<file path="src/rtl/sram_ctrl_pkg.sv">
// -----------------------------------------------------------------------------
// sram_ctrl_pkg
// Shared definitions for the 2147-type SRAM bank controller.
//   - state_t        : controller FSM states
//   - SRAM_ADDR_W    : address width of a 4k x 1 part (12)
//   - tmr_width()    : width of the phase timer for the given cycle counts
//   - TMR_W_DEFAULT  : timer width for the default timing (2/2)
// -----------------------------------------------------------------------------
package sram_ctrl_pkg;

  localparam int SRAM_ADDR_W = 12;

  typedef enum logic [2:0] {
    ST_IDLE   = 3'd0,
    ST_SETUP  = 3'd1,
    ST_STROBE = 3'd2,
    ST_HOLD   = 3'd3,
    ST_ACCESS = 3'd4
  } state_t;

  // The timer is loaded with the longer of the two phase lengths, so it must
  // be able to hold max(access_cyc, we_cyc).
  function automatic int tmr_width(input int access_cyc, input int we_cyc);
    int m;
    m = (access_cyc > we_cyc) ? access_cyc : we_cyc;
    return (m < 2) ? 1 : $clog2(m + 1);
  endfunction

  localparam int TMR_W_DEFAULT = tmr_width(2, 2);

endpackage

</file>
<file path="src/rtl/sram_ctrl_timer.sv">
// -----------------------------------------------------------------------------
// sram_ctrl_timer
// Loadable down-counter used to time the STROBE and ACCESS phases.
// Loading value N makes o_done high on the N-th cycle after the load edge,
// so a state that exits on o_done lasts exactly N cycles.
// Ports:
//   clk, reset_n : clock, async active-low reset
//   i_load       : load i_val on this edge
//   i_val        : phase length in cycles (>=1)
//   o_done       : last cycle of the loaded phase
// -----------------------------------------------------------------------------
module sram_ctrl_timer #(
  parameter int W = 2
) (
  input  logic         clk,
  input  logic         reset_n,
  input  logic         i_load,
  input  logic [W-1:0] i_val,
  output logic         o_done
);

  logic [W-1:0] r_cnt;

  always_ff @(posedge clk or negedge reset_n) begin
    if (!reset_n) begin
      r_cnt <= '0;
    end else if (i_load) begin
      r_cnt <= i_val;
    end else if (r_cnt != '0) begin
      r_cnt <= r_cnt - 1'b1;
    end
  end

  assign o_done = (r_cnt == W'(1));

endmodule

</file>
<file path="src/rtl/sram_2147_ctrl.sv">
// -----------------------------------------------------------------------------
// sram_2147_ctrl
// Initiator for a bank of DATA_W parallel 4k x 1 static RAMs (2147 type).
// Converts a req/ready/ack client port into registered CE_N / WE_N strobes.
//
// Client handshake: a request is taken on the rising edge where req && ready.
// ready is high only while idle; it drops on the accept edge and stays low
// through the ack cycle, rising one cycle after ack. ack is a one-cycle pulse
// when the RAM cycle finishes; after a read, rdata is valid with ack and holds
// until the next read finishes. req while ready=0 is ignored.
//
// Write: CE_N falls on accept, SETUP (1) -> STROBE (WE_CYC, WE_N low)
//        -> HOLD (1) -> ack. Latency accept->ack = WE_CYC+2.
// Read : CE_N falls on accept, SETUP (1) -> ACCESS (ACCESS_CYC) -> rdata
//        sampled, CE_N high, ack. Latency accept->ack = ACCESS_CYC+1.
//
// Ports: clk, reset_n (async, active-low); req, we, addr, wdata (request);
//        ready, ack, rdata (response); sram_a, sram_ce_n, sram_we_n, sram_di,
//        sram_do (RAM bank); o_dbg_state (current FSM state).
// Optional macro SRAM_CTRL_PARITY_EN adds sram_di_p, sram_do_p, par_err
// (even parity bit stored alongside each word, checked on reads).
// All outputs come directly from flops.
// -----------------------------------------------------------------------------
module sram_2147_ctrl
  import sram_ctrl_pkg::*;
#(
  parameter int DATA_W     = 32,
  parameter int ADDR_W     = SRAM_ADDR_W,
  parameter int ACCESS_CYC = 2,
  parameter int WE_CYC     = 2
) (
  input  logic              clk,
  input  logic              reset_n,
  input  logic              req,
  input  logic              we,
  input  logic [ADDR_W-1:0] addr,
  input  logic [DATA_W-1:0] wdata,
  output logic              ready,
  output logic              ack,
  output logic [DATA_W-1:0] rdata,
  output logic [ADDR_W-1:0] sram_a,
  output logic              sram_ce_n,
  output logic              sram_we_n,
  output logic [DATA_W-1:0] sram_di,
  input  logic [DATA_W-1:0] sram_do,
`ifdef SRAM_CTRL_PARITY_EN
  output logic              sram_di_p,
  input  logic              sram_do_p,
  output logic              par_err,
`endif
  output state_t            o_dbg_state
);

  localparam int TW = tmr_width(ACCESS_CYC, WE_CYC);

  state_t            r_state;
  state_t            w_state_nxt;
  logic              r_op_we;
  logic              r_ready;
  logic              r_ack;
  logic              r_ce_n;
  logic              r_we_n;
  logic [ADDR_W-1:0] r_a;
  logic [DATA_W-1:0] r_di;
  logic [DATA_W-1:0] r_rdata;

  logic              w_accept;
  logic              w_op_we_nxt;
  logic              w_ready_nxt;
  logic              w_ack_nxt;
  logic              w_ce_n_nxt;
  logic              w_we_n_nxt;
  logic [ADDR_W-1:0] w_a_nxt;
  logic [DATA_W-1:0] w_di_nxt;
  logic [DATA_W-1:0] w_rdata_nxt;
  logic              w_tmr_load;
  logic [TW-1:0]     w_tmr_val;
  logic              w_tmr_done;

  assign w_accept = (r_state == ST_IDLE) && req && r_ready;

  sram_ctrl_timer #(.W(TW)) u_timer (
    .clk     (clk),
    .reset_n (reset_n),
    .i_load  (w_tmr_load),
    .i_val   (w_tmr_val),
    .o_done  (w_tmr_done)
  );

  // ---------------------------------------------------------------------------
  // State register
  // ---------------------------------------------------------------------------
  always_ff @(posedge clk or negedge reset_n) begin
    if (!reset_n) begin
      r_state <= ST_IDLE;
    end else begin
      r_state <= w_state_nxt;
    end
  end

  // ---------------------------------------------------------------------------
  // Next-state logic
  // ---------------------------------------------------------------------------
  always_comb begin
    w_state_nxt = r_state;
    case (r_state)
      ST_IDLE:   if (w_accept)   w_state_nxt = ST_SETUP;
      ST_SETUP:  w_state_nxt = r_op_we ? ST_STROBE : ST_ACCESS;
      ST_STROBE: if (w_tmr_done) w_state_nxt = ST_HOLD;
      ST_HOLD:   w_state_nxt = ST_IDLE;
      ST_ACCESS: if (w_tmr_done) w_state_nxt = ST_IDLE;
      default:   w_state_nxt = ST_IDLE;
    endcase
  end

  // ---------------------------------------------------------------------------
  // Output logic: next values of the registered outputs. Each strobe moves on
  // a different edge (CE_N first, WE_N one cycle later, WE_N released one
  // cycle before CE_N), so WE_N low always lies strictly inside CE_N low.
  // ---------------------------------------------------------------------------
  always_comb begin
    w_op_we_nxt = r_op_we;
    w_ready_nxt = r_ready;
    w_ack_nxt   = 1'b0;
    w_ce_n_nxt  = r_ce_n;
    w_we_n_nxt  = r_we_n;
    w_a_nxt     = r_a;
    w_di_nxt    = r_di;
    w_rdata_nxt = r_rdata;
    w_tmr_load  = 1'b0;
    w_tmr_val   = '0;
    case (r_state)
      ST_IDLE: begin
        if (w_accept) begin
          w_op_we_nxt = we;
          w_ready_nxt = 1'b0;
          w_ce_n_nxt  = 1'b0;
          w_a_nxt     = addr;
          w_di_nxt    = wdata;
        end else begin
          // Raised one cycle after ack, keeping ready low through the ack cycle.
          w_ready_nxt = 1'b1;
        end
      end
      ST_SETUP: begin
        w_tmr_load = 1'b1;
        w_tmr_val  = r_op_we ? TW'(WE_CYC) : TW'(ACCESS_CYC);
        if (r_op_we) w_we_n_nxt = 1'b0;
      end
      ST_STROBE: begin
        if (w_tmr_done) w_we_n_nxt = 1'b1;
      end
      ST_HOLD: begin
        w_ce_n_nxt = 1'b1;
        w_ack_nxt  = 1'b1;
      end
      ST_ACCESS: begin
        if (w_tmr_done) begin
          w_rdata_nxt = sram_do;
          w_ce_n_nxt  = 1'b1;
          w_ack_nxt   = 1'b1;
        end
      end
      default: begin
        w_ce_n_nxt = 1'b1;
        w_we_n_nxt = 1'b1;
      end
    endcase
  end

  // Output and operand registers; reset forces the strobes inactive at once.
  always_ff @(posedge clk or negedge reset_n) begin
    if (!reset_n) begin
      r_op_we <= 1'b0;
      r_ready <= 1'b1;
      r_ack   <= 1'b0;
      r_ce_n  <= 1'b1;
      r_we_n  <= 1'b1;
      r_a     <= '0;
      r_di    <= '0;
      r_rdata <= '0;
    end else begin
      r_op_we <= w_op_we_nxt;
      r_ready <= w_ready_nxt;
      r_ack   <= w_ack_nxt;
      r_ce_n  <= w_ce_n_nxt;
      r_we_n  <= w_we_n_nxt;
      r_a     <= w_a_nxt;
      r_di    <= w_di_nxt;
      r_rdata <= w_rdata_nxt;
    end
  end

`ifdef SRAM_CTRL_PARITY_EN
  logic r_di_p;
  logic r_par_err;

  // Even parity bit travels with the data word; the check is registered on
  // the same edge as rdata so it is valid with ack.
  always_ff @(posedge clk or negedge reset_n) begin
    if (!reset_n) begin
      r_di_p    <= 1'b0;
      r_par_err <= 1'b0;
    end else begin
      if (w_accept) r_di_p <= ^wdata;
      if (r_state == ST_ACCESS && w_tmr_done) r_par_err <= (^sram_do) ^ sram_do_p;
    end
  end

  assign sram_di_p = r_di_p;
  assign par_err   = r_par_err;
`endif

  assign ready       = r_ready;
  assign ack         = r_ack;
  assign rdata       = r_rdata;
  assign sram_a      = r_a;
  assign sram_ce_n   = r_ce_n;
  assign sram_we_n   = r_we_n;
  assign sram_di     = r_di;
  assign o_dbg_state = r_state;

endmodule
</file>
<file path="config.mk">
export PLATFORM = sky130hd
export DESIGN_NAME = sram_2147_ctrl
export DESIGN_NICKNAME = d
export VERILOG_FILES = /design/src/rtl/sram_ctrl_pkg.sv /design/src/rtl/sram_ctrl_timer.sv /design/src/rtl/sram_2147_ctrl.sv
export SDC_FILE = /design/constraint.sdc
export NUM_CORES = 1
export LEC_CHECK = 0
export ABC_AREA = 1
export CAP_MARGIN = 25
export CORE_MARGIN = 8
export CORE_UTILIZATION = 30
export CTS_CLUSTER_DIAMETER = 60
export DETAILED_ROUTE_END_ITERATION = 12
export GPL_TIMING_DRIVEN = 1
export SLEW_MARGIN = 15
export SYNTH_ARGS = -nofsm -noshare
export SYNTH_HDL_FRONTEND = slang
export SYNTH_SLANG_ARGS = --single-unit
</file>
<file path="constraint.sdc">
create_clock -name clk -period 1.6 [get_ports clk]
set_clock_uncertainty 0.15 [all_clocks]
set_input_delay 0.16 -clock clk [delete_from_list [all_inputs] [get_ports clk]]
set_output_delay 0.16 -clock clk [all_outputs]
set_load 0.02 [all_outputs]
</file>
# [Word level (Yosys, flattened, before mapping)]
# Index checks and enable logic that the tools add are counted.
[totals] regBits=86 latch_bits=0 ram_bits=0 mem_bits_ro=0 input_bits=80 n_memories=0
[classes] addsub=1 mul=0 div=0 magnitude_cmp=0 n_eq_ne=9 shift=0 n_mux=17 n_bitwise=2 reduce_logical=12
[ops] cell="two-way mux 3 bit" count=4
[ops] cell="one-hot mux 3 bit (4 select lines)" count=1
[ops] cell="AND reduction 3 bit" count=3
[ops] cell="== test 3 x 2 -> 1 bit, second input constant" count=2
[ops] cell="two-way mux 1 bit" count=6
[ops] cell="two-way mux 2 bit" count=3
[ops] cell="one-hot mux 1 bit (3 select lines)" count=2
[ops] cell="inequality test 2 x 1 -> 1 bit, second input constant" count=2
[ops] cell="inequality test 2 bit, second input constant" count=2
[ops] cell="AND reduction 2 bit" count=2
[ops] cell="nonzero test 2 bit" count=2
[ops] cell="== test 3 x 1 -> 1 bit, second input constant" count=1
[ops] cell="== test 3 bit, second input constant" count=1
[ops] cell="zero test 3 bit" count=1
[ops] cell="OR reduction 3 bit" count=1
[ops] cell="== test 2 x 1 -> 1 bit, second input constant" count=1
[ops] cell="logical AND 1 bit" count=2
[ops] cell="inverter 1 bit" count=2
[ops] cell="one-hot mux 1 bit (2 select lines)" count=1
[ops] cell="OR reduction 2 bit" count=1
[ops] cell="subtractor 2 x 1 -> 2 bit, second input constant" count=1

# [Depth between registers and ports, before layout]
# Gate-level depths: netlist of the first run.
[depth] word_depth=5 ltp_mapped=8 depth_no_buf=8

# [Cells and area by module]
# From an unflattened synthesis of the first run, not the netlist that was laid out.
[hier_totals] hier_cells=386 area_unflattened_um2=3440.8
[modules_own_cells] module="sram_2147_ctrl" n_inst=1 cells_per_inst=369 area_per_inst_um2=3311.9 seq_area_each_um2=2105.8
[modules_own_cells] module="sram_ctrl_timer" n_inst=1 cells_per_inst=17 area_per_inst_um2=128.9 seq_area_each_um2=50.0

# [Worst setup path before layout of the first run]
# No wires, ideal clock.
[synth_timing] path_type="register to register" startpoint="register r_state[1] (netlist: o_dbg_state[1])" endpoint="register r_rdata[10] (netlist: rdata[10])" t_arrival_ns=1.213 t_required_ns=1.320 path_slack_ns=0.107 path_stages_with_launch=7 path_buffers=2 path_cell_list="dfrtp_1 -> nor2_4 -> nand3_1 -> buf_4 -> buf_2 -> nand2_1 -> o21ai_0"
[synth_via] elab_chain_len=2
[synth_lines] element="start: declaration" line="sram_2147_ctrl.sv:56" rtl="state_t r_state;"
[synth_lines] element="start signal: assignment" line="sram_2147_ctrl.sv:97" rtl="r_state <= w_state_nxt;"
[synth_lines] element="== test 3 bit" line="sram_2147_ctrl.sv:132" rtl="case (r_state)"
[synth_lines] element="AND reduction 2 bit (no source line)"
[synth_lines] element="end signal: assignment" line="sram_2147_ctrl.sv:190" rtl="r_rdata <= w_rdata_nxt;"
[synth_lines] element="end: declaration" line="sram_2147_ctrl.sv:65" rtl="logic [DATA_W-1:0] r_rdata;"
# No other way between the ends.
# A chain may end at the register's enable or synchronous reset.

# [Final worst setup path of the first run]
[layout_timing] startpoint="register r_ack (netlist: ack)" endpoint="output port ack"
[layout_lines] element="start: declaration" line="sram_2147_ctrl.sv:60" rtl="logic r_ack;"
[layout_lines] element="start signal: assignment" line="sram_2147_ctrl.sv:185" rtl="r_ack <= w_ack_nxt;"
[layout_lines] element="end: declaration" line="sram_2147_ctrl.sv:39" rtl="output logic ack,"
# No word-level cell between the ends.

==> results of run 1 <==
## tightest hold or removal path, cell delays in order
cell and delay, ps:
dlygate4sd3_1 540, buf_4 130, buf_12 230
## per-layer routing
metal	vias up	part of all wire (%)	track usage [%]
met5	-	0	0
met4	0	0.92	3.88
met3	9	9.9	5.38
met2	100	47	19.7
met1	1328	43	15.1
li1	1492	-	-
## layout make-up
cell class / instances / area [µm²]
Inverter: 41 / 154
Sequential cell: 86 / 2160
Fill cell: 1119 / 5730
Clock inverter: 5 / 106
Timing Repair Buffer: 175 / 1700
Tap cell: 143 / 179
Multi-Input combinational cell: 238 / 1000
Clock buffer: 11 / 243
## cells in the mapped netlist
master / count / area share (%)
buf_2: 9 / 1.3
buf_4: 1 / 0.22
buf_6: 5 / 1.6
clkbuf_1: 1 / 0.11
dfrtp_1: 83 / 61
dfstp_2: 3 / 2.3
ha_1: 2 / 0.73
inv_1: 40 / 4.4
inv_2: 1 / 0.11
nand2_1: 181 / 20
nand2_2: 1 / 0.18
nand3_1: 9 / 1.3
nand4_1: 1 / 0.18
nor2_1: 4 / 0.44
nor2_4: 2 / 0.66
nor3b_1: 1 / 0.22
o21ai_0: 14 / 2.1
o21ai_1: 22 / 3.2
o21bai_1: 1 / 0.22
## worst max path at each step
stage                         from           to  cells after the start
floorplan           o_dbg_state[1]    rdata[10]                      6
global placement               req  sram_di[12]                      7
detailed placement             req  sram_di[13]                      7
CTS                      rdata[20]    rdata[20]                      1
global route                   ack          ack                      1
finish                         ack          ack                      1
## flip-flops by register name (all words and copies together), names as in the netlist
name and cells:
sram_ce_n 1, r_op_we 1, u_timer.r_cnt 2, sram_di 32
o_dbg_state 3, sram_we_n 1, rdata 32, ack 1
ready 1, sram_a 12
## repair_timing
item,4_1_cts,5_1_grt
setup buffers,0,3
resized for setup,76,8
endpoints found under the setup margin,76,46
hold buffers,1,0
endpoints found under the hold margin,86,0
pin swaps,0,2
## per-stage QoR
stage,hold WS (ps),util (%),std cells
floorplan,-286,-,381
global placement,-3.13,46.5,679
detailed placement,-1.13,46.5,679
CTS,207,48.8,696
global route,214,49.2,699
finish,218,49.2,699
## cell families (layout without fill, tap and decap cells)
| family | after synthesis | in the layout |
|---|---|---|
| flops | 86 | 86 |
| compound gates | 37 | 37 |
| fa+ha+maj | 2 | 2 |
| buf+inv | 57 | 232 |
| simple gates | 199 | 199 |
## where the power goes
group	internal (mW)	total [mW]	switching (mW)
Sequential	3.26	3.78	0.520
Clock	1.57	2.40	0.832
Combinational	1.94	4.88	2.94
Total	6.77	11.1	4.29
==> impl_metrics.json, run 1 <==
{
  "rr_worst_depth": 7,
  "grt_pass1_wl_mm": 14.9,
  "leakagePower_nw": 2.99,
  "std_cell_rows": 39,
  "syn_area_per_cell_um2": 8.97,
  "layout_common_cells": "nand2_1, dfrtp_1, clkdlybuf4s50_1, dlygate4sd2_1, inv_1",
  "htree_levels": 3,
  "cts_max_path_buffers": 2,
  "crit_buf_inv": 1,
  "initial_core_util_pct": 30.3,
  "cts_buffers": 9,
  "synth-compound-area-share_pct": 5.49,
  "fin_crit_ps": 1560,
  "antenna_found_initial": 0,
  "io_buffer_count": 162,
  "track_usage_pct": 12.5,
  "syn_nets": 463,
  "cts_tree": "yes",
  "finalMaxSlewViolations": 0,
  "hold_viol_final": 0,
  "drv_cap": 0,
  "r2r-start": "o_dbg_state[0]",
  "worst_pin_slew_ps": 519,
  "antenna_cells": 0,
  "fmax_mhz": 640,
  "path_clk_slew_ps": 70,
  "die_w_um": 123,
  "num_vias": 2929,
  "ant_nets": 0,
  "cp_cell_sequence": "clkdlybuf4s50_1",
  "detail_route.first_pass.iterations": 4,
  "root_buffer": "clkbuf_16",
  "irDropWorstVdd_mv": 0.765,
  "crit_path_end_kind": "output port",
  "final_common_cell": "nand2_1",
  "totalPowerFinal_mw": 11.1,
  "cpPeakStageDelay_ps": 600,
  "setup_viol": 0,
  "routedWlPerCell_um": 13.6,
  "pin_count": 163,
  "status": "completed",
  "grt_max_degree": 66,
  "viasPerCell": 4.19,
  "synth.yosys.seq_area_share_pct": 63.1,
  "final_nets": 633,
  "drive_gt1_share_pct": 6.83,
  "syn-cell-area_mm2": 0.00342,
  "clock-sinks": 86,
  "synthMuxAreaShare_pct": 0,
  "path_max_fanout": 1,
  "min_path_type": "input port to async pin",
  "design.die.area_mm2": 0.0151,
  "wl_mm": 9.49,
  "setup_slack_ps": 36.5,
  "fin_setup_tns_ps": 0,
  "place_area_mm2": 0.00524,
  "synthAdderAreaFrac_pct": 0.732,
  "grt_pass1_vias": 2971,
  "drc": 0,
  "rsz0062_at_grt": "false",
  "place_congestion": 0.754,
  "crit_slowest_cell": "clkdlybuf4s50_1",
  "dp_hpwl_mm": 7.20,
  "overflow": 0,
  "worstPathRequired_ps": 1290,
  "area_delta_synth_final_pct": 62.1,
  "relSlewSlack_pct": 65.4,
  "crit_type": "flip-flop to output port",
  "drtIter0Drc": 130,
  "netlist-cell-type-count": 19,
  "die_height_um": 123,
  "r2r_slack_ps": 100,
  "synth_warnings": 0,
  "start_kind": "flip-flop",
  "synth_top_family_by_area": "simple AND/OR/NAND/NOR gates",
  "r2r-end": "sram_di[13]",
  "synth_xor_area_share_pct": 0,
  "synth-seq-cells": 86,
  "postLayoutCellArea_mm2": 0.00554,
  "min_period_over_period_pct": 97.7,
  "yosys.area_share.simple_pct": 22.9,
  "clock_latency_ps": 330,
  "p_per_area_mw_per_mm2": 2000,
  "crit_arrival_ps": 1250,
  "synthCells": 381,
  "crit_family": "buffers and inverters",
  "pre_cts_slack_ps": 9.79,
  "core_area_mm2": 0.0113
}
(Power assumes the default switching activity.)
==> run 2: changes to the inputs <==
--- a/config.mk
+++ b/config.mk
@@ -6,6 +6,7 @@
 export NUM_CORES = 1
 export LEC_CHECK = 0
 export ABC_AREA = 1
+export ABC_CLOCK_PERIOD_IN_PS = 1600
 export CAP_MARGIN = 25
 export CORE_MARGIN = 8
 export CORE_UTILIZATION = 30
==> results of run 2 <==
Same layout as run 1: the final DEF is identical, and so are final timing and power.
